### src/rtl/bus_master_if_pkg.sv
// ---------------------------------------------------------------------------
// bus_master_if_pkg
// Shared definitions for the bus master requester:
//   - FSM state encodings (BUS_MST_STATE_*) and the state bus width
//   - READ/WRITE direction encoding on bus_rw / core_rw
//   - ENABLE_N / DISABLE_N levels for the active-low bus strobes
// No ports; imported by the requester top.
// ---------------------------------------------------------------------------
package bus_master_if_pkg;

    localparam int BUS_MST_STATE_W = 2;

    // The fourth encoding is unused; the FSM treats it as a recovery state.
    typedef enum logic [BUS_MST_STATE_W-1:0] {
        BUS_MST_STATE_IDLE   = 2'd0,
        BUS_MST_STATE_REQ    = 2'd1,
        BUS_MST_STATE_ACCESS = 2'd2,
        BUS_MST_STATE_SPARE  = 2'd3
    } bus_mst_state_e;

    localparam logic BUS_READ  = 1'b1;

    localparam logic ENABLE_N  = 1'b0;
    localparam logic DISABLE_N = 1'b1;

endpackage

### src/rtl/bus_master_if_if.sv
// ---------------------------------------------------------------------------
// bus_master_if_if
// Shared system bus signals seen by one master slot.
//   master modport : drives bus_req_, bus_addr, bus_as_, bus_rw, bus_wr_data;
//                    receives bus_grnt_, bus_rd_data, bus_rdy_
//   slave modport  : the opposite side (arbiter + slave mux)
// All strobes ending in '_' are active-low.
// ---------------------------------------------------------------------------
interface bus_master_if_if #(
    parameter int ADDR_W = 30,
    parameter int DATA_W = 32
);
    logic              bus_req_;
    logic              bus_grnt_;
    logic [ADDR_W-1:0] bus_addr;
    logic              bus_as_;
    logic              bus_rw;
    logic [DATA_W-1:0] bus_wr_data;
    logic [DATA_W-1:0] bus_rd_data;
    logic              bus_rdy_;

    modport master (
        output bus_req_, bus_addr, bus_as_, bus_rw, bus_wr_data,
        input  bus_grnt_, bus_rd_data, bus_rdy_
    );

    modport slave (
        input  bus_req_, bus_addr, bus_as_, bus_rw, bus_wr_data,
        output bus_grnt_, bus_rd_data, bus_rdy_
    );
endinterface

### src/rtl/bus_master_if_timer.sv
// ---------------------------------------------------------------------------
// bus_master_if_timer
// ACCESS-phase timeout counter, only instantiated when BUS_MASTER_TIMEOUT_EN
// is defined.
//   clk, reset : clock, asynchronous active-low reset
//   clear      : zero the count (ACCESS entry)
//   enable     : one ACCESS cycle elapsed without slave ready
//   expire     : this enabled cycle is number TIMEOUT_CYCLES
// ---------------------------------------------------------------------------
module bus_master_if_timer #(
    parameter int unsigned TIMEOUT_CYCLES = 255
) (
    input  logic clk,
    input  logic reset,
    input  logic clear,
    input  logic enable,
    output logic expire
);
    // The count only needs to reach TIMEOUT_CYCLES-1: the cycle that would
    // step it to TIMEOUT_CYCLES is the expiry cycle itself.
    localparam int CNT_W = $clog2(TIMEOUT_CYCLES);
    localparam logic [CNT_W-1:0] LAST = CNT_W'(TIMEOUT_CYCLES - 1);

    logic [CNT_W-1:0] count_d, count_q;

    assign expire = enable && (count_q == LAST);

    always_comb begin
        count_d = count_q;
        if (clear) begin
            count_d = '0;
        end else if (enable && !expire) begin
            count_d = count_q + 1'b1;
        end
    end

    always_ff @(posedge clk or negedge reset) begin
        if (!reset) begin
            count_q <= '0;
        end else begin
            count_q <= count_d;
        end
    end
endmodule

### src/rtl/bus_master_if.sv
// ---------------------------------------------------------------------------
// bus_master_if
// Master-side requester: turns one core word access into a shared-bus
// transaction (request -> grant -> address strobe -> slave ready) and
// returns read data with a one-cycle done pulse.
//   clk, reset    : clock, asynchronous active-low reset
//   core_req      : access request (sampled only while idle)
//   core_rw       : 1=READ, 0=WRITE
//   core_addr     : word address
//   core_wr_data  : write data
//   core_rd_data  : read data, valid with core_done
//   core_busy     : acceptance through the core_done cycle
//   core_done     : one-cycle completion pulse
//   core_err      : timeout flag, valid with core_done
//   bus           : bus_master_if_if.master (request/grant, strobes, data)
// Build option: define BUS_MASTER_TIMEOUT_EN to abort an ACCESS that sees no
// slave ready within TIMEOUT_CYCLES cycles (core_err=1, core_rd_data=0).
// Without it ACCESS waits forever and core_err is tied low.
// ---------------------------------------------------------------------------
module bus_master_if
    import bus_master_if_pkg::*;
#(
    parameter int          ADDR_W         = 30,
    parameter int          DATA_W         = 32,
    parameter int unsigned TIMEOUT_CYCLES = 255
) (
    input  logic              clk,
    input  logic              reset,
    input  logic              core_req,
    input  logic              core_rw,
    input  logic [ADDR_W-1:0] core_addr,
    input  logic [DATA_W-1:0] core_wr_data,
    output logic [DATA_W-1:0] core_rd_data,
    output logic              core_busy,
    output logic              core_done,
    output logic              core_err,
    bus_master_if_if.master   bus
);
    if (TIMEOUT_CYCLES < 2) begin : g_bad_timeout
        $error("bus_master_if: TIMEOUT_CYCLES must be at least 2");
    end

    bus_mst_state_e    state_d, state_q;
    logic              bus_req_n_d, bus_req_n_q;
    logic              bus_as_n_d, bus_as_n_q;
    logic              bus_rw_d, bus_rw_q;
    logic [ADDR_W-1:0] bus_addr_d, bus_addr_q;
    logic [DATA_W-1:0] bus_wr_data_d, bus_wr_data_q;
    logic [DATA_W-1:0] core_rd_data_d, core_rd_data_q;
    logic              core_busy_d, core_busy_q;
    logic              core_done_d, core_done_q;
    logic              timer_expire;

`ifdef BUS_MASTER_TIMEOUT_EN
    logic timer_clear;
    logic timer_enable;
    logic core_err_d, core_err_q;

    // Count restarts on the grant edge that enters ACCESS, and only advances
    // while the slave is still holding ready off.
    assign timer_clear  = (state_q == BUS_MST_STATE_REQ) && (bus.bus_grnt_ == ENABLE_N);
    assign timer_enable = (state_q == BUS_MST_STATE_ACCESS) && (bus.bus_rdy_ == DISABLE_N);

    bus_master_if_timer #(
        .TIMEOUT_CYCLES (TIMEOUT_CYCLES)
    ) u_timer (
        .clk    (clk),
        .reset  (reset),
        .clear  (timer_clear),
        .enable (timer_enable),
        .expire (timer_expire)
    );

    // Expire is already gated by "slave not ready", so a late ready wins.
    assign core_err_d = timer_expire;

    always_ff @(posedge clk or negedge reset) begin
        if (!reset) begin
            core_err_q <= 1'b0;
        end else begin
            core_err_q <= core_err_d;
        end
    end

    assign core_err = core_err_q;
`else
    assign timer_expire = 1'b0;
    assign core_err     = 1'b0;
`endif

    // Next-state and next-output logic. The request is released in the same
    // cycle core_done rises, and core_req is only looked at in IDLE, so the
    // bus always sees at least one cycle of bus_req_ high between accesses.
    always_comb begin
        state_d        = state_q;
        bus_req_n_d    = bus_req_n_q;
        bus_as_n_d     = bus_as_n_q;
        bus_rw_d       = bus_rw_q;
        bus_addr_d     = bus_addr_q;
        bus_wr_data_d  = bus_wr_data_q;
        core_rd_data_d = core_rd_data_q;
        core_busy_d    = core_busy_q;
        core_done_d    = 1'b0;

        case (state_q)
            BUS_MST_STATE_IDLE: begin
                // Grant is ignored here: the arbiter may park it on us.
                core_busy_d = 1'b0;
                if (core_req) begin
                    bus_rw_d      = core_rw;
                    bus_addr_d    = core_addr;
                    bus_wr_data_d = core_wr_data;
                    bus_req_n_d   = ENABLE_N;
                    core_busy_d   = 1'b1;
                    state_d       = BUS_MST_STATE_REQ;
                end
            end

            BUS_MST_STATE_REQ: begin
                if (bus.bus_grnt_ == ENABLE_N) begin
                    bus_as_n_d = ENABLE_N;
                    state_d    = BUS_MST_STATE_ACCESS;
                end
            end

            BUS_MST_STATE_ACCESS: begin
                if (bus.bus_rdy_ == ENABLE_N) begin
                    bus_as_n_d  = DISABLE_N;
                    bus_req_n_d = DISABLE_N;
                    core_done_d = 1'b1;
                    if (bus_rw_q == BUS_READ) begin
                        core_rd_data_d = bus.bus_rd_data;
                    end
                    state_d = BUS_MST_STATE_IDLE;
                end else if (timer_expire) begin
                    bus_as_n_d     = DISABLE_N;
                    bus_req_n_d    = DISABLE_N;
                    core_done_d    = 1'b1;
                    core_rd_data_d = '0;
                    state_d        = BUS_MST_STATE_IDLE;
                end
            end

            default: begin
                // Unused encoding: drop everything back to reset values.
                state_d        = BUS_MST_STATE_IDLE;
                bus_req_n_d    = DISABLE_N;
                bus_as_n_d     = DISABLE_N;
                bus_rw_d       = BUS_READ;
                bus_addr_d     = '0;
                bus_wr_data_d  = '0;
                core_rd_data_d = '0;
                core_busy_d    = 1'b0;
            end
        endcase
    end

    always_ff @(posedge clk or negedge reset) begin
        if (!reset) begin
            state_q        <= BUS_MST_STATE_IDLE;
            bus_req_n_q    <= DISABLE_N;
            bus_as_n_q     <= DISABLE_N;
            bus_rw_q       <= BUS_READ;
            bus_addr_q     <= '0;
            bus_wr_data_q  <= '0;
            core_rd_data_q <= '0;
            core_busy_q    <= 1'b0;
            core_done_q    <= 1'b0;
        end else begin
            state_q        <= state_d;
            bus_req_n_q    <= bus_req_n_d;
            bus_as_n_q     <= bus_as_n_d;
            bus_rw_q       <= bus_rw_d;
            bus_addr_q     <= bus_addr_d;
            bus_wr_data_q  <= bus_wr_data_d;
            core_rd_data_q <= core_rd_data_d;
            core_busy_q    <= core_busy_d;
            core_done_q    <= core_done_d;
        end
    end

    assign bus.bus_req_    = bus_req_n_q;
    assign bus.bus_as_     = bus_as_n_q;
    assign bus.bus_rw      = bus_rw_q;
    assign bus.bus_addr    = bus_addr_q;
    assign bus.bus_wr_data = bus_wr_data_q;
    assign core_rd_data    = core_rd_data_q;
    assign core_busy       = core_busy_q;
    assign core_done       = core_done_q;
endmodule

### src/flat_wrapper.sv
// flat-port wrapper written by rule: the top's interface ports become plain ports
module bus_master_if_flat import bus_master_if_pkg::*;
#(
    parameter int          ADDR_W         = 30,
    parameter int          DATA_W         = 32,
    parameter int unsigned TIMEOUT_CYCLES = 255
)
  (clk, reset, core_req, core_rw, core_addr, core_wr_data, core_rd_data, core_busy, core_done, core_err, bus_bus_req_, bus_bus_addr, bus_bus_as_, bus_bus_rw, bus_bus_wr_data, bus_bus_grnt_, bus_bus_rd_data, bus_bus_rdy_);
  bus_master_if_if #(.ADDR_W(ADDR_W), .DATA_W(DATA_W)) bus_i ();
  input  logic clk;
  input  logic reset;
  input  logic core_req;
  input  logic core_rw;
  input  logic [ADDR_W-1:0] core_addr;
  input  logic [DATA_W-1:0] core_wr_data;
  output logic [DATA_W-1:0] core_rd_data;
  output logic core_busy;
  output logic core_done;
  output logic core_err;
  output wire logic [$bits(bus_i.bus_req_)-1:0] bus_bus_req_;
  output wire logic [$bits(bus_i.bus_addr)-1:0] bus_bus_addr;
  output wire logic [$bits(bus_i.bus_as_)-1:0] bus_bus_as_;
  output wire logic [$bits(bus_i.bus_rw)-1:0] bus_bus_rw;
  output wire logic [$bits(bus_i.bus_wr_data)-1:0] bus_bus_wr_data;
  input wire logic [$bits(bus_i.bus_grnt_)-1:0] bus_bus_grnt_;
  input wire logic [$bits(bus_i.bus_rd_data)-1:0] bus_bus_rd_data;
  input wire logic [$bits(bus_i.bus_rdy_)-1:0] bus_bus_rdy_;
  assign bus_bus_req_ = bus_i.bus_req_;
  assign bus_bus_addr = bus_i.bus_addr;
  assign bus_bus_as_ = bus_i.bus_as_;
  assign bus_bus_rw = bus_i.bus_rw;
  assign bus_bus_wr_data = bus_i.bus_wr_data;
  assign bus_i.bus_grnt_ = bus_bus_grnt_;
  assign bus_i.bus_rd_data = bus_bus_rd_data;
  assign bus_i.bus_rdy_ = bus_bus_rdy_;
  bus_master_if #(.ADDR_W(ADDR_W), .DATA_W(DATA_W), .TIMEOUT_CYCLES(TIMEOUT_CYCLES)) u_core (.clk(clk), .reset(reset), .core_req(core_req), .core_rw(core_rw), .core_addr(core_addr), .core_wr_data(core_wr_data), .core_rd_data(core_rd_data), .core_busy(core_busy), .core_done(core_done), .core_err(core_err), .bus(bus_i));
endmodule
### config.mk
export PLATFORM = sky130hd
export DESIGN_NAME = bus_master_if_flat
export DESIGN_NICKNAME = d
export VERILOG_FILES = /design/src/rtl/bus_master_if_pkg.sv /design/src/rtl/bus_master_if_if.sv /design/src/rtl/bus_master_if_timer.sv /design/src/rtl/bus_master_if.sv /design/src/flat_wrapper.sv
export SDC_FILE = /design/constraint.sdc
export NUM_CORES = 1
export LEC_CHECK = 0
export BUFFER_PORTS_ARGS = -buffer_cell sky130_fd_sc_hd__buf_4
export CORE_UTILIZATION = 40
export CTS_BUF_LIST = sky130_fd_sc_hd__clkbuf_16
export DETAILED_ROUTE_END_ITERATION = 12
export PLACE_DENSITY_LB_ADDON = 0.25
export SETUP_SLACK_MARGIN = 0.15
export SLEW_MARGIN = 10
export SYNTH_ARGS = -nofsm -noshare
export SYNTH_HDL_FRONTEND = slang
export SYNTH_SLANG_ARGS = --single-unit
### constraint.sdc
create_clock -name clk -period 2.6 [get_ports clk]
set_clock_uncertainty 0.15 [all_clocks]
set_input_delay 0 -clock clk [delete_from_list [all_inputs] [get_ports clk]]
set_output_delay 0 -clock clk [all_outputs]
set_load 0.03 [all_outputs]
==> flow_summary.json, run 1 <==
{
  "status": "finished, final reports clean",
  "clk_path_buf_depth": 2,
  "setup_violations": 0,
  "slew_viol_final": 0,
  "numCtsBuffers": 9,
  "totalWireLength_um": 11660,
  "worst_pin_slew_ps": 661.1,
  "io_buffers": 198,
  "initial_core_util_pct": 41.10,
  "peakVddDrop_mv": 0.6477,
  "leakage_nw": 3.532,
  "grt_pass1_vias": 3617,
  "crit_chain": "inv_1 -> ha_1 -> buf_6 -> and2_2 -> o31ai_1 -> dlygate4sd3_1 -> o31ai_1",
  "synth.avg_cell_area_um2": 13.00,
  "antenna_found_initial": 0,
  "avgRoutedWirePerCell_um": 15.68,
  "ys_seq_elements": 101,
  "slew-limit-headroom_pct": 55.93,
  "tns_ps": 0,
  "gr-total-overflow": 0,
  "drt_pass1_iterations": 4,
  "timing.final.crit_share_pct": 86.44,
  "die-height_um": 102.2,
  "grt_max_degree": 53,
  "cpMaxStageDelayCell": "dlygate4sd3_1",
  "grt_usage_pct": 22.67,
  "vias": 3441,
  "yosysSeqAreaShare_pct": 63.00,
  "drc": 0,
  "yosysUniqueCellTypes": 23,
  "synthMostInstantiatedCell": "dfrtp_1",
  "p_per_area_nw_per_um2": 1103,
  "cts.htree.levels": 3,
  "cp-end-kind": "register",
  "cts.clk_slew.worst_paths_ps": 70,
  "synth_area_leaders": "dfrtp_1 (61%), a22o_1 (14%), mux2i_1 (8.0%)",
  "syn_nets": 414,
  "cp-start-kind": "register",
  "synth_top_area_share_pct": 61.04,
  "drive_above_1_share_pct": 37.97,
  "place_hpwl_um": 7112,
  "yosysWarnings": 0,
  "dieWidth_um": 102.2,
  "die_area_um2": 10450,
  "cts_tree": "built",
  "ys.flop_type": "dfrtp_1",
  "core_area_um2": 9774,
  "clock_latency_ps": 330,
  "synth_edf_count": 0,
  "rrSetupSlack_ps": 350,
  "synth_commonest_cells": "dfrtp_1 (98), a22o_1 (62), inv_1 (36)",
  "synth_cells": 309,
  "gp_congestion": 0.7246,
  "drt_iter0_markers": 77,
  "max_stage_delay_ps": 580,
  "vias_per_cell": 4.625,
  "criticalPathCategory": "reg -> reg",
  "top_level_ports": 200,
  "finalHoldViolations": 0,
  "synthesis.area_um2": 4018,
  "clkSinkCount": 101,
  "grt_pass1_wl_um": 17970,
  "cp.arrival_ps": 2350,
  "timing.hold.ws_ps": 81.99,
  "required_ps": 2700,
  "diodes": 0,
  "drv_cap": 0,
  "rows": 36,
  "place_ws_ps": 455.3,
  "rr_worst_depth": 7,
  "nets": 711,
  "rsz0062_at_grt": "false",
  "area_growth_pct": 71.57,
  "async_flop_share_pct": 100.0,
  "antenna_left": 0,
  "p_total_w": 0.007606,
  "cts-root-buf": "clkbuf_16",
  "path_max_fanout": 35,
  "max_freq_ghz": 0.4449,
  "cp_common_cell": "o31ai_1",
  "holdCritPathClass": "in -> async",
  "period_minus_slack_ps": 2248,
  "synth_top_area_cell": "dfrtp_1",
  "setup_slack_ps": 352.5
}
## sequential cells by signal, indices dropped and copies added (netlist names), 2 cells and up
| register | count |
|---|---|
| u_core.bus.bus_wr_data | 32 |
| u_core.bus.bus_addr | 30 |
| u_core.core_rd_data | 32 |
| u_core.state_q | 2 |
## metal layers
metal | wire length (um) | up-vias | track usage [%]
li1 | - | 1648 | -
met1 | 4909 | 1632 | 28.22
met2 | 5720 | 150 | 38.87
met3 | 904 | 11 | 6.224
met4 | 129 | 0 | 6.154
met5 | 0 | - | 0
## cell families after synthesis
family / Yosys count / share of synthesized area (%)
AOI/OAI and AO/OA: 70 / 15.26
adders and majority gates: 5 / 1.557
buffers and inverters: 57 / 7.007
DFF: 101 / 63.00
muxes: 34 / 8.533
other: 1 / 0.09334
and+or+nand+nor: 41 / 4.547
## critical path, delay by kind of cell, from the launching register on
family	cells	cell delay [ps]
buf+inv	3	880
flops	1	370
fa+ha+maj	1	260
compound gates	2	260
simple gates	1	250
## path summary, 6_finish.rpt
check / endpoint / startpoint
setup / recovery: u_core.bus.bus_as_ / u_core.state_q[0]
hold / removal: u_core.core_rd_data[13] / reset
setup reg to reg: u_core.bus.bus_as_ / u_core.state_q[0]
hold reg to reg: u_core.core_busy / u_core.core_busy
max in group asynchronous: u_core.bus.bus_wr_data[20] / reset
min in group clk: u_core.bus.bus_addr[29] / core_addr[29]
## layout make-up
| class | count | area (um^2) |
|---|---|---|
| Fill cell | 663 | 2882 |
| Timing Repair Buffer | 307 | 2571 |
| Sequential cell | 101 | 2531 |
| Multi-Input combinational cell | 151 | 1212 |
| Clock buffer | 9 | 225.2 |
| Tap cell | 133 | 166.4 |
| Inverter | 36 | 135.1 |
| Clock inverter | 7 | 51.30 |
## cells in the final DEF, fill, tap and decap left out
master / netlist / final
nand2b_1: 3 / 2
and2_2: 1 / 1
nor2_4: 0 / 1
dfrtp_1: 98 / 98
conb_1: 1 / 1
and2b_2: 1 / 1
buf_12: 0 / 1
buf_6: 1 / 1
o31ai_1: 3 / 3
a22o_1: 62 / 62
mux2i_1: 32 / 32
dlygate4sd3_1: 0 / 100
dfstp_2: 3 / 3
a22oi_1: 2 / 2
a211oi_4: 1 / 1
inv_6: 0 / 2
mux2_2: 2 / 2
inv_1: 36 / 38
nand2b_4: 1 / 1
ha_1: 5 / 5
nand2_1: 34 / 34
buf_4: 2 / 205
clkinvlp_4: 0 / 2
nand2b_2: 0 / 1
clkbuf_16: 0 / 9
inv_8: 0 / 1
o21ai_0: 1 / 1
a21o_1: 1 / 1
## what timing repair did
item / 4_1_cts / 5_1_grt
buffers inserted: 0 / 2
endpoints found under the setup margin: 0 / 1
gates resized for setup: 0 / 1
hold buffers: 100 / 0
hold endpoints to repair: 150 / 0
## stage by stage
stage	instance area [um^2]	util, %	std cells
finish	6893	70.52	744
global route	6893	70.52	744
CTS	6874	70.33	742
detailed placement	5597	57.26	626
global placement	5597	57.26	626
floorplan	4018	-	309
## where the power goes
group          internal (W)  switching, W
clock network      0.000656      0.000582
registers           0.00211      0.000310
logic               0.00160       0.00235
No activity file was read; power rests on OpenSTA's default activity.
==> run 2, diff against run 1 <==
CORE_ASPECT_RATIO = 1.75   (was unset)
==> run 2 against run 1 <==
- clock-buffer cell count did not move
- power rose by 2.3%
- critical path depth is the same
- clock power is 12% higher
- critical endpoint unchanged
- hold slack improved by 31 ps
- largest power group unchanged
- critical path type unchanged
- largest cell class unchanged
- global-route usage increased by 0.10 points
==> flow_summary.json, run 2 (same netlist as run 1, synthesis figures left out) <==
{
  "status": "finished, final reports clean",
  "vias_per_cell": 4.831,
  "grt_pass1_wl_um": 18570,
  "clk_path_buf_depth": 2,
  "setup_violations": 0,
  "final_cell_mix": "buf_4 (199), dlygate4sd3_1 (101), dfrtp_1 (98)",
  "diodes": 0,
  "holdCritPathClass": "in -> async",
  "leakage_nw": 3.549,
  "grt_pass1_vias": 3794,
  "cp-start-kind": "register",
  "cts-root-buf": "clkbuf_16",
  "globalRouteMet1Util_pct": 27.26,
  "tns_ps": 0,
  "numCtsBuffers": 9,
  "path_max_fanout": 35,
  "criticalPathCategory": "reg -> reg",
  "rrSetupSlack_ps": 320,
  "place_hpwl_um": 7031,
  "avgRoutedWirePerCell_um": 15.74,
  "gr-max-usage-layer": "met2",
  "vias": 3541,
  "die_area_um2": 10460,
  "setup_slack_ps": 323.8,
  "slew-limit-headroom_pct": 51.69,
  "top_level_ports": 200,
  "final_util_pct": 70.77,
  "required_ps": 2700,
  "grt_use_met3_pct": 3.986,
  "totalWireLength_um": 11540,
  "gp_congestion": 0.7479,
  "clock_latency_ps": 330,
  "use_met2_pct": 39.92,
  "cts.htree.levels": 3,
  "gr-total-overflow": 0,
  "post-cts-setup-buffers": 0,
  "cp.arrival_ps": 2380,
  "antenna_left": 0,
  "drv_cap": 0,
  "slew_viol_final": 0,
  "period_minus_slack_ps": 2276,
  "worst_pin_slew_ps": 724.7,
  "rsz0062_at_grt": "false",
  "initial_core_util_pct": 41.04,
  "timing.hold.ws_ps": 113.0,
  "cts_tree": "built",
  "rows": 48,
  "core_area_um2": 9789,
  "area_growth_pct": 72.44,
  "drive_above_1_share_pct": 37.66,
  "p_per_area_nw_per_um2": 1123,
  "grt_max_degree": 59,
  "dieWidth_um": 77.76,
  "place_ws_ps": 490.0,
  "grt_usage_pct": 22.78,
  "cp-end-kind": "register",
  "max_freq_ghz": 0.4393,
  "timing.final.crit_share_pct": 87.55,
  "drc": 0,
  "cts.clk_slew.worst_paths_ps": 70,
  "drt_iter0_markers": 111,
  "die-height_um": 134.6,
  "finalHoldViolations": 0,
  "peakVddDrop_mv": 0.5583,
  "clkSinkCount": 101,
  "drt_pass1_iterations": 4,
  "io_buffers": 198,
  "antenna_found_initial": 0,
  "layout_commonest_cell": "buf_4",
  "nets": 708
}
run 2: cell count changes in the layout (fill, tap and decap cells not counted):
cell and change:
buf_12 +2, buf_4 -6, bufinv_16 +2, clkinv_2 +2
clkinv_4 +2, clkinvlp_4 -2, dlygate4sd3_1 +1, inv_1 -1
inv_6 -2, inv_8 -1
run 2: through the flow:
step	area [um^2]	instances	total power, W
final	6928	733	0.007778
after global routing	6928	733	0.008201
after CTS	6924	733	0.007806
after detailed placement	5597	616	0.006244
after global placement	5597	616	0.006134
after floorplan	4018	309	0.004988
run 2: path summary, 6_finish.rpt:
| path | from | depth (start not counted) | to |
|---|---|---|---|
| setup / recovery | u_core.state_q[0] | 7 | u_core.bus.bus_as_ |
| max in group asynchronous | reset | 3 | u_core.core_rd_data[28] |
| hold reg to reg | u_core.bus.bus_wr_data[9] | 1 | u_core.bus.bus_wr_data[9] |
| setup reg to reg | u_core.state_q[0] | 7 | u_core.bus.bus_as_ |
| min in group clk | core_wr_data[3] | 3 | u_core.bus.bus_wr_data[3] |
| hold / removal | reset | 2 | u_core.bus.bus_addr[14] |
run 2: per-layer routing:
| metal | routed length [um] | vias to the layer above |
|---|---|---|
| met3 | 613 | 22 |
| met5 | 0 | - |
| met4 | 272 | 0 |
| met2 | 6021 | 156 |
| met1 | 4629 | 1722 |
| li1 | - | 1641 |
run 2: what timing repair did:
action                                 CTS  global route
setup endpoints to repair                0             2
hold buffers                           101             0
endpoints found under the hold margin  156             0
gates resized for setup                  0             1
run 2: layout make-up:
| class | count | area [um^2] |
|---|---|---|
| Clock buffer | 9 | 225.2 |
| Clock inverter | 7 | 91.34 |
| Fill cell | 664 | 2861 |
| Inverter | 36 | 135.1 |
| Multi-Input combinational cell | 151 | 1212 |
| Sequential cell | 101 | 2531 |
| Tap cell | 125 | 156.4 |
| Timing Repair Buffer | 304 | 2576 |
run 2: power breakdown:
part           total, W  internal, W  switching (W)
clock           0.00139     0.000839       0.000552
sequential      0.00243      0.00211       0.000319
combinational   0.00395      0.00161        0.00234
run 2: critical path: stages, from the launching register on:
cell	delay [ps]
dfrtp_1	400
inv_1	100
ha_1	250
buf_6	210
and2_2	240
o31ai_1	190
dlygate4sd3_1	580
o31ai_1	70
==> run 3, diff against run 2 <==
CORE_UTILIZATION = 30   (was 40)
==> run 3 against run 2 <==
- power is 1.4% lower
- global-route usage is 5.8 points lower
- maximum frequency increased by 5.1%
- wire length decreased by 1.9%
- final cell count rose by 6.3%
- register-to-register slack gained 110 ps
- via count shrank 1.0%
- critical path depth shrank 1
- first-iteration DRC count shrank 38%
- highest routed layer unchanged
==> flow_summary.json, run 3 (same netlist as run 1, synthesis figures left out) <==
{
  "tns_ps": 0,
  "max_freq_ghz": 0.4619,
  "cts.htree.levels": 3,
  "area_growth_pct": 73.31,
  "grt_pass1_vias": 3774,
  "initial_core_util_pct": 30.89,
  "drc": 0,
  "p_per_area_nw_per_um2": 1101,
  "antenna_left": 0,
  "seq_power_share_pct": 31.7,
  "place_ws_ps": 741.4,
  "drt_iter0_markers": 69,
  "period_minus_slack_ps": 2165,
  "cp.arrival_ps": 2270,
  "cts_tree": "built",
  "power.internal_w": 0.004410,
  "io_buffers": 198,
  "final_cell_mix": "buf_4 (199), dlygate4sd3_1 (101), dfrtp_1 (98)",
  "place_hpwl_um": 7133,
  "antenna_found_initial": 0,
  "path_max_fanout": 9,
  "finalHoldViolations": 0,
  "grt_usage_pct": 16.95,
  "core_area_um2": 13010,
  "setup_violations": 0,
  "power.switching_w": 0.003259,
  "clkSinkCount": 101,
  "gr-total-overflow": 0,
  "gr-max-usage-layer": "met2",
  "holdCritPathClass": "in -> async",
  "rows": 55,
  "crit_start": "u_core.state_q[0]",
  "avgRoutedWirePerCell_um": 14.53,
  "peakVddDrop_mv": 0.5842,
  "post_cts_resized": 0,
  "fin_cells": 779,
  "drive_above_1_share_pct": 37.66,
  "top_level_ports": 200,
  "die-height_um": 155.1,
  "cp-end-kind": "register",
  "timing.final.crit_share_pct": 83.26,
  "required_ps": 2710,
  "layout_commonest_cell": "buf_4",
  "p_total_w": 0.007669,
  "die_area_um2": 13880,
  "rr_startpoint": "u_core.state_q[0]",
  "p_comb_share_pct": 51.5,
  "leakage_nw": 3.529,
  "grt_use_met3_pct": 4.987,
  "p_sw_share_pct": 42.49,
  "gp_congestion": 0.7198,
  "place_area_um2": 5667,
  "cts.clk_slew.worst_paths_ps": 80,
  "worst_pin_slew_ps": 642.2,
  "vias_per_cell": 4.498,
  "drt_pass1_iterations": 6,
  "rr_worst_depth": 6,
  "slew-limit-headroom_pct": 57.19,
  "globalRouteMet1Util_pct": 19.50,
  "vias": 3504,
  "fillers": 1100,
  "grt_max_degree": 65,
  "rsz0062_at_grt": "false",
  "nets": 708,
  "dp_cells": 662,
  "cts-root-buf": "clkbuf_16",
  "cp-start-kind": "register",
  "use_met2_pct": 28.97,
  "criticalPathCategory": "reg -> reg",
  "grt_pass1_wl_um": 18060,
  "numCtsBuffers": 9,
  "clock_latency_ps": 340,
  "setup_slack_ps": 435.1,
  "clkPwrFrac_pct": 16.8,
  "clk_path_buf_depth": 2,
  "totalWireLength_um": 11320,
  "diodes": 0,
  "fin_area_um2": 6963,
  "status": "finished, final reports clean",
  "drv_cap": 0,
  "dieWidth_um": 89.48,
  "slew_viol_final": 0
}
==> run 3: layer usage <==
| metal | routed length [um] | vias up |
|---|---|---|
| met5 | 0 | - |
| met4 | 201 | 0 |
| met3 | 807 | 16 |
| met2 | 5773 | 158 |
| met1 | 4536 | 1685 |
| li1 | - | 1645 |
==> run 3: path summary, 6_finish.rpt <==
kind | slack, ps | end
max in group asynchronous | 1510 | u_core.core_rd_data[14]
min | 70 | u_core.bus.bus_addr[5]
max | 440 | u_core.bus.bus_as_
min reg2reg | 340 | u_core.core_busy
max reg2reg | 440 | u_core.bus.bus_as_
min in group clk | 250 | u_core.bus.bus_wr_data[3]
==> run 3: stage by stage <==
step,util (%),hold WS [ps]
after global routing,53.54,152.2
after CTS,53.54,88.52
after detailed placement,43.57,-67.34
after global placement,43.57,-80.83
final,53.54,67.00
after floorplan,-,-445.6
==> run 3: final cells by class <==
cell class                      count  area [um^2]  area share, %
Tap cell                          171        214.0          3.073
Clock buffer                        9        225.2          3.235
Sequential cell                   101         2531          36.35
Clock inverter                      7        60.06         0.8625
Timing Repair Buffer              304         2585          37.12
Inverter                           36        135.1          1.941
Multi-Input combinational cell    151         1212          17.41
==> run 3: repair_timing <==
item | in CTS | in global routing
hold buffers | 101 | 0
hold endpoints to repair | 148 | 0
buffers inserted | 0 | 0
==> run 3: worst max-delay path, stage by stage (launching register included) <==
cell and delay [ps]:
dfrtp_1 400, inv_1 100, ha_1 330, and2_2 280, o31ai_1 190, dlygate4sd3_1 580, o31ai_1 70
==> run 3: power by group through the flow <==
stage                     clock network (W)  registers (W)  logic, W
after floorplan                           0        0.00339   0.00159
after global routing                0.00139        0.00250   0.00425
final                               0.00128        0.00243   0.00395
after CTS                           0.00133        0.00243   0.00397
after global placement                    0        0.00244   0.00376
after detailed placement                  0        0.00244   0.00384
